===== config.mk =====
export PLATFORM = sky130hd
export DESIGN_NAME = fdiv_nr_recip_iter_flat
export DESIGN_NICKNAME = d
export VERILOG_FILES = /design/src/rtl/fdiv_nr_recip_iter_if.sv /design/src/rtl/fdiv_nr_recip_iter.sv /design/src/flat_wrapper.sv
export SDC_FILE = /design/constraint.sdc
export NUM_CORES = 2
export LEC_CHECK = 0
export BUFFER_PORTS_ARGS = -buffer_cell sky130_fd_sc_hd__buf_2
export CAP_MARGIN = 15
export CORE_MARGIN = 2
export CORE_UTILIZATION = 60
export DETAILED_ROUTE_END_ITERATION = 6
export PLACE_DENSITY_LB_ADDON = 0.2
export SYNTH_ARGS = -nofsm -noshare
export SYNTH_HDL_FRONTEND = slang
export SYNTH_SLANG_ARGS = --single-unit

===== constraint.sdc =====
create_clock -name clk -period 11.63 [get_ports clk]
set_clock_uncertainty 0.05 [all_clocks]
set_input_delay 1.163 -clock clk [delete_from_list [all_inputs] [get_ports clk]]
set_output_delay 1.163 -clock clk [all_outputs]
set_load 0.005 [all_outputs]

===== src/rtl/fdiv_nr_recip_iter_if.sv =====
// Handshake bundle for the Newton-Raphson reciprocal refinement block.
// The master offers operations and accepts results; the slave is the refinement unit.
interface fdiv_nr_recip_iter_if #(
  parameter int W      = 24,
  parameter int TAG_W  = 5,
  parameter int ITER_W = 2
);
  logic              in_valid;
  logic              in_ready;
  logic [W-1:0]      in_d;
  logic [W-1:0]      in_seed;
  logic [ITER_W-1:0] in_iters;
  logic [TAG_W-1:0]  in_tag;
  logic              out_valid;
  logic              out_ready;
  logic [W-1:0]      out_x;
  logic              out_sat;
  logic [TAG_W-1:0]  out_tag;

  modport master (
    output in_valid, in_d, in_seed, in_iters, in_tag, out_ready,
    input  in_ready, out_valid, out_x, out_sat, out_tag
  );

  modport slave (
    input  in_valid, in_d, in_seed, in_iters, in_tag, out_ready,
    output in_ready, out_valid, out_x, out_sat, out_tag
  );
endinterface


===== src/rtl/fdiv_nr_recip_iter.sv =====
// Iterative Newton-Raphson reciprocal refinement: x' = x*(2 - d*x).
// One W x (W+1) multiplier is time-shared between the d*x and x*e phases,
// so each refinement takes two cycles. All fixed-point values are Q1.(W-1)
// except the error term e, which is Q2.(W-1) so that it can represent 2.0.
module fdiv_nr_recip_iter #(
  parameter int W         = 24,
  parameter int MAX_ITERS = 3,
  parameter int TAG_W     = 5
) (
  input logic                clk,
  input logic                rst,
  fdiv_nr_recip_iter_if.slave bus
);

  localparam int ITER_W = $clog2(MAX_ITERS + 1);

  localparam logic [1:0] IDLE   = 2'd0;
  localparam logic [1:0] MUL_DX = 2'd1;
  localparam logic [1:0] MUL_XE = 2'd2;
  localparam logic [1:0] DONE   = 2'd3;

  localparam logic [ITER_W-1:0] MAX_N = ITER_W'(MAX_ITERS);
  localparam logic [ITER_W-1:0] ONE_N = ITER_W'(1);
  // 2.0 in Q2.(W-1)
  localparam logic [W:0]        TWO   = {1'b1, {W{1'b0}}};

  logic [1:0]        state_reg;
  logic [W-1:0]      d_reg;
  logic [W-1:0]      x_reg;
  logic [W:0]        e_reg;
  logic [ITER_W-1:0] n_reg;
  logic              sat_reg;
  logic [TAG_W-1:0]  tag_reg;

  logic [W:0]        mul_b;
  logic [2*W:0]      prod;
  logic [W:0]        t;
  logic [W+1:0]      xn;
  logic              t_sat;
  logic              xn_ovf;
  logic [ITER_W-1:0] n_clamped;
  logic              unused_lsbs;

  // Shared multiplier: second operand is d in MUL_DX/IDLE and e in MUL_XE
  always_comb begin
    mul_b = (state_reg == MUL_XE) ? e_reg : {1'b0, d_reg};
    prod  = {{(W+1){1'b0}}, x_reg} * {{W{1'b0}}, mul_b};
  end

  // Rescale the product back to the binary point and detect range overflow
  always_comb begin
    t         = prod[2*W-1:W-1];
    xn        = prod[2*W:W-1];
    t_sat     = (t >= TWO);
    xn_ovf    = (xn[W+1:W] != 2'b00);
    n_clamped = (bus.in_iters > MAX_N) ? MAX_N : bus.in_iters;
  end

  // Fraction bits below the truncation point are dropped on purpose
  assign unused_lsbs = ^prod[W-2:0];

  assign bus.in_ready  = (state_reg == IDLE);
  assign bus.out_valid = (state_reg == DONE);
  assign bus.out_x     = x_reg;
  assign bus.out_sat   = sat_reg;
  assign bus.out_tag   = tag_reg;

  // Control FSM and datapath registers; reset silently drops any op in flight
  always_ff @(posedge clk) begin
    if (rst) begin
      state_reg <= IDLE;
      d_reg     <= '0;
      x_reg     <= '0;
      e_reg     <= '0;
      n_reg     <= '0;
      sat_reg   <= 1'b0;
      tag_reg   <= '0;
    end else begin
      case (state_reg)
        IDLE: begin
          if (bus.in_valid) begin
            d_reg     <= bus.in_d;
            x_reg     <= bus.in_seed;
            tag_reg   <= bus.in_tag;
            n_reg     <= n_clamped;
            sat_reg   <= 1'b0;
            state_reg <= (n_clamped != '0) ? MUL_DX : DONE;
          end
        end
        MUL_DX: begin
          // e = 2 - d*x, floored at zero when d*x has reached 2.0
          if (t_sat) begin
            e_reg   <= '0;
            sat_reg <= 1'b1;
          end else begin
            e_reg   <= TWO - t;
          end
          state_reg <= MUL_XE;
        end
        MUL_XE: begin
          // x = x*e, clamped to the largest Q1.(W-1) value on overflow
          if (xn_ovf) begin
            x_reg   <= '1;
            sat_reg <= 1'b1;
          end else begin
            x_reg   <= xn[W-1:0];
          end
          n_reg     <= n_reg - ONE_N;
          state_reg <= (n_reg != ONE_N) ? MUL_DX : DONE;
        end
        DONE: begin
          if (bus.out_ready) begin
            state_reg <= IDLE;
          end
        end
        default: state_reg <= IDLE;
      endcase
    end
  end

endmodule


===== src/flat_wrapper.sv =====
// flat-port wrapper written by rule: the top's interface ports become plain ports
module fdiv_nr_recip_iter_flat 
#(
  parameter int W         = 24,
  parameter int MAX_ITERS = 3,
  parameter int TAG_W     = 5
)
  (clk, rst, bus_in_valid, bus_in_d, bus_in_seed, bus_in_iters, bus_in_tag, bus_out_ready, bus_in_ready, bus_out_valid, bus_out_x, bus_out_sat, bus_out_tag);
  fdiv_nr_recip_iter_if #(.W(W), .TAG_W(TAG_W), .ITER_W((2))) bus_i ();
  input logic clk;
  input logic rst;
  input wire logic [$bits(bus_i.in_valid)-1:0] bus_in_valid;
  input wire logic [$bits(bus_i.in_d)-1:0] bus_in_d;
  input wire logic [$bits(bus_i.in_seed)-1:0] bus_in_seed;
  input wire logic [$bits(bus_i.in_iters)-1:0] bus_in_iters;
  input wire logic [$bits(bus_i.in_tag)-1:0] bus_in_tag;
  input wire logic [$bits(bus_i.out_ready)-1:0] bus_out_ready;
  output wire logic [$bits(bus_i.in_ready)-1:0] bus_in_ready;
  output wire logic [$bits(bus_i.out_valid)-1:0] bus_out_valid;
  output wire logic [$bits(bus_i.out_x)-1:0] bus_out_x;
  output wire logic [$bits(bus_i.out_sat)-1:0] bus_out_sat;
  output wire logic [$bits(bus_i.out_tag)-1:0] bus_out_tag;
  assign bus_i.in_valid = bus_in_valid;
  assign bus_i.in_d = bus_in_d;
  assign bus_i.in_seed = bus_in_seed;
  assign bus_i.in_iters = bus_in_iters;
  assign bus_i.in_tag = bus_in_tag;
  assign bus_i.out_ready = bus_out_ready;
  assign bus_in_ready = bus_i.in_ready;
  assign bus_out_valid = bus_i.out_valid;
  assign bus_out_x = bus_i.out_x;
  assign bus_out_sat = bus_i.out_sat;
  assign bus_out_tag = bus_i.out_tag;
  fdiv_nr_recip_iter #(.W(W), .MAX_ITERS(MAX_ITERS), .TAG_W(TAG_W)) u_core (.clk(clk), .rst(rst), .bus(bus_i));
endmodule

==> qor.csv <==
metric,value,unit
fillcell total,3354,
switching portion of total power,0.579,
total gr overflow,0,
synth warn,0,
final period utilization,0.877,
slowest CP cell,a2111oi_0,
initial drt markers,1218,
multi-input combinational cell area,19400,sq um
final instance area,25000,sq um
Max H-tree Level,3,
TritonRoute pass-1 iters,5,
CP peak stage delay,0.79,ns
Static Leak,0.0124,uW
type of origin of the critical path,flop,
first-pass GRT wire length,103,mm
Min-Delay Path Class,flop to flop,
Crit. End Element,flop,
io pins,91,
pin count of the biggest net entering global routing,64,
setup violators final,0,
Rows,72,
Synth Register Bits,83,
total power,4630,uW
CTS root buffer,clkbuf_16,
Worst Hold Path Cells,2,
Tot GR Track Use,0.318,
DR vias/cell,5.71,
Post-synth top flop,dfxtp_1,
crit-path max FO,27,
vias,18700,
layout cells sized above 1,0.0720,
chip width,203,microns
synth unique cells,80,
CTS tree,yes,
Final #Nets,3485,
RePlAce Congestion,0.967,
Die ar.,41300,sq um
Synth Cell Area,23800,sq um
DRC viols,0,
r2r setup slk,1.43,ns
clk_lat worst skew,0.34,ns
"CTS clk-pin slew, worst paths",0.06,ns
register area,1660,sq um
Max Buffers Root-to-Sink,2,
minimum clock period,10.20,ns
Min-Delay Startpoint,u_core.bus.out_x[1],
Worst-Margin Slew,1.07,ns
Area Overhead vs Synth,4.90,%
maxcap violations,0,
Post-CTS Setup Inserts,0,
Critical Path RT,11.84,ns
Sw Pwr,2680,uW
status,"finished, final reports clean",
Syn Inst Count,2764,
Routed WL per cell,19.2,microns
Area after DPL,24600,sq um
ant diodes,0,
initial antenna violation count,1,
Synth Area per Inst,8.62,sq um
critical path's most frequent cell,fa_1,
Initial Utilization,0.612,
Final TNS setup,0,ns
Port Buffers,90,
post-CTS resize count,0,
vias in the first global route,20200,
Max-slew headroom,0.278,
WP data arrival,10.41,ns
critical path class,flop to flop,
sequential share of the synthesized area,0.0698,
max-slew violations,0,
worst r2r dst,u_core.e_reg[12],
Final Hold Vio Count,0,
PwrDens,185,nW/um^2
CTS Hold Bufs,0,
Post-synth EDFFs,0,
Pint,1950,uW
sinks on the clock net,83,
Largest register FFs,25,
RSZ-0062 raised after global routing,false,
core area,38900,sq um
reg2reg start,u_core.state_reg[0],
Flop pwr share,0.107,
Hold Crit Endpoint,u_core.bus.out_x[1],
R2R cell count,28,
clock group share of total power,0.072,
CP startpoint,u_core.state_reg[0],
combinational share of power,0.821,
WL final,62.8,mm
post-synthesis net count,3503,
die height,203,microns
post-DP HPWL,50.3,mm
ANT nets after route,0,
cts bufs inserted,9,
Peak VDD IR,0.000233,V
final hold slack,0.402,ns
Async SR Flop Fraction,0,
f_max,0.0981,GHz
==> cells by family (layout without fill, tap and decap cells) <==
family	after synthesis	count (layout)	share of synthesized area
fa+ha+maj	680	680	0.516
xor+xnor	41	41	0.0151
simple gates	920	920	0.193
buf+inv	726	713	0.116
mux	31	31	0.0143
flops	83	83	0.0698
compound gates	283	283	0.0769
==> worst max path at each step <==
stage,endpoint,slack (ns),cells after the start
after floorplan,u_core.e_reg[16],2.91,34
after global placement,u_core.e_reg[4],1.86,28
after detailed placement,u_core.e_reg[2],1.63,28
after CTS,u_core.e_reg[2],1.57,28
after global routing,u_core.e_reg[9],0.93,28
final,u_core.e_reg[12],1.43,28
==> critical path, delay by kind of cell (launching register included) <==
| kind | cells | cell delay (ns) |
|---|---|---|
| and+or+nand+nor | 3 | 0.71 |
| DFF | 1 | 0.34 |
| buffers and inverters | 6 | 0.56 |
| adders and majority gates | 9 | 4.48 |
| xor gates and xnor gates | 1 | 0.41 |
| muxes | 1 | 0.58 |
| AOI/OAI and AO/OA | 8 | 2.95 |
==> layout make-up <==
class	instances	area share
timing repair buffer	123	0.0303
inverter	574	0.0862
tap	518	0.0259
multi-input combinational	1955	0.777
clock inverter	5	0.00401
clock buffer	11	0.00972
sequential	83	0.0666
==> cell usage in the layout (no fill, tap or decap), drive strengths merged, types with 7 or more instances in the layout <==
| cell | netlist | final |
|---|---|---|
| inv | 574 | 574 |
| fa | 503 | 503 |
| nand2 | 470 | 470 |
| and2 | 283 | 283 |
| ha | 177 | 177 |
| buf | 12 | 123 |
| a21oi | 118 | 118 |
| dfxtp | 83 | 83 |
| o21ai | 61 | 61 |
| nor2 | 37 | 37 |
| mux2 | 25 | 25 |
| and3 | 24 | 24 |
| xnor2 | 23 | 23 |
| o221ai | 23 | 23 |
| nand4 | 20 | 20 |
| nor3 | 18 | 18 |
| xor2 | 18 | 18 |
| clkbuf | 140 | 11 |
| nand3 | 10 | 10 |
| o211ai | 10 | 10 |
| nand2b | 10 | 10 |
| a211oi | 9 | 9 |
| a21o | 8 | 8 |
| a31oi | 8 | 8 |
| or3 | 7 | 7 |
| nand3b | 7 | 7 |
==> Yosys cell counts, drive strengths merged, types with 8 or more instances <==
master	instances	area (sq um)
xnor2	23	201
ha	177	2210
mux2	25	282
nor2	37	141
a21oi	118	598
a21o	8	60.1
a211oi	9	72.6
nand2	470	1760
nand3	10	50.1
o221ai	23	201
nand2b	10	62.6
fa	503	10100
o21ai	61	343
nand4	20	125
xor2	18	158
nor3	18	90.1
o211ai	10	75.1
and2	283	1770
and3	24	155
dfxtp	83	1660
clkbuf	140	527
inv	574	2150
buf	12	70.1
a31oi	8	50.1
==> layer usage <==
layer	vias to the layer above	GRT usage	wire length [microns]
li1	8339	-	-
met1	9522	0.407	25400
met2	668	0.553	31200
met3	136	0.0481	3950
met4	0	0.110	2240
met5	-	0	0
==> through the flow <==
| step | utilization | cells | setup WS [ns] |
|---|---|---|---|
| global route | 0.642 | 3269 | 0.933 |
| finish | 0.642 | 3269 | 1.43 |
| detailed placement | 0.632 | 3252 | 1.63 |
| floorplan | - | 2764 | 2.91 |
| CTS | 0.641 | 3268 | 1.57 |
| global placement | 0.631 | 3250 | 1.86 |
==> power groups by stage <==
stage | clock network [uW] | logic, uW | registers (uW)
floorplan | 0 | 2680 | 432
global placement | 0 | 3640 | 502
detailed placement | 0 | 3720 | 497
CTS | 332 | 3770 | 491
global route | 342 | 4210 | 503
finish | 332 | 3800 | 497
No activity file was read; power rests on OpenSTA's default activity.
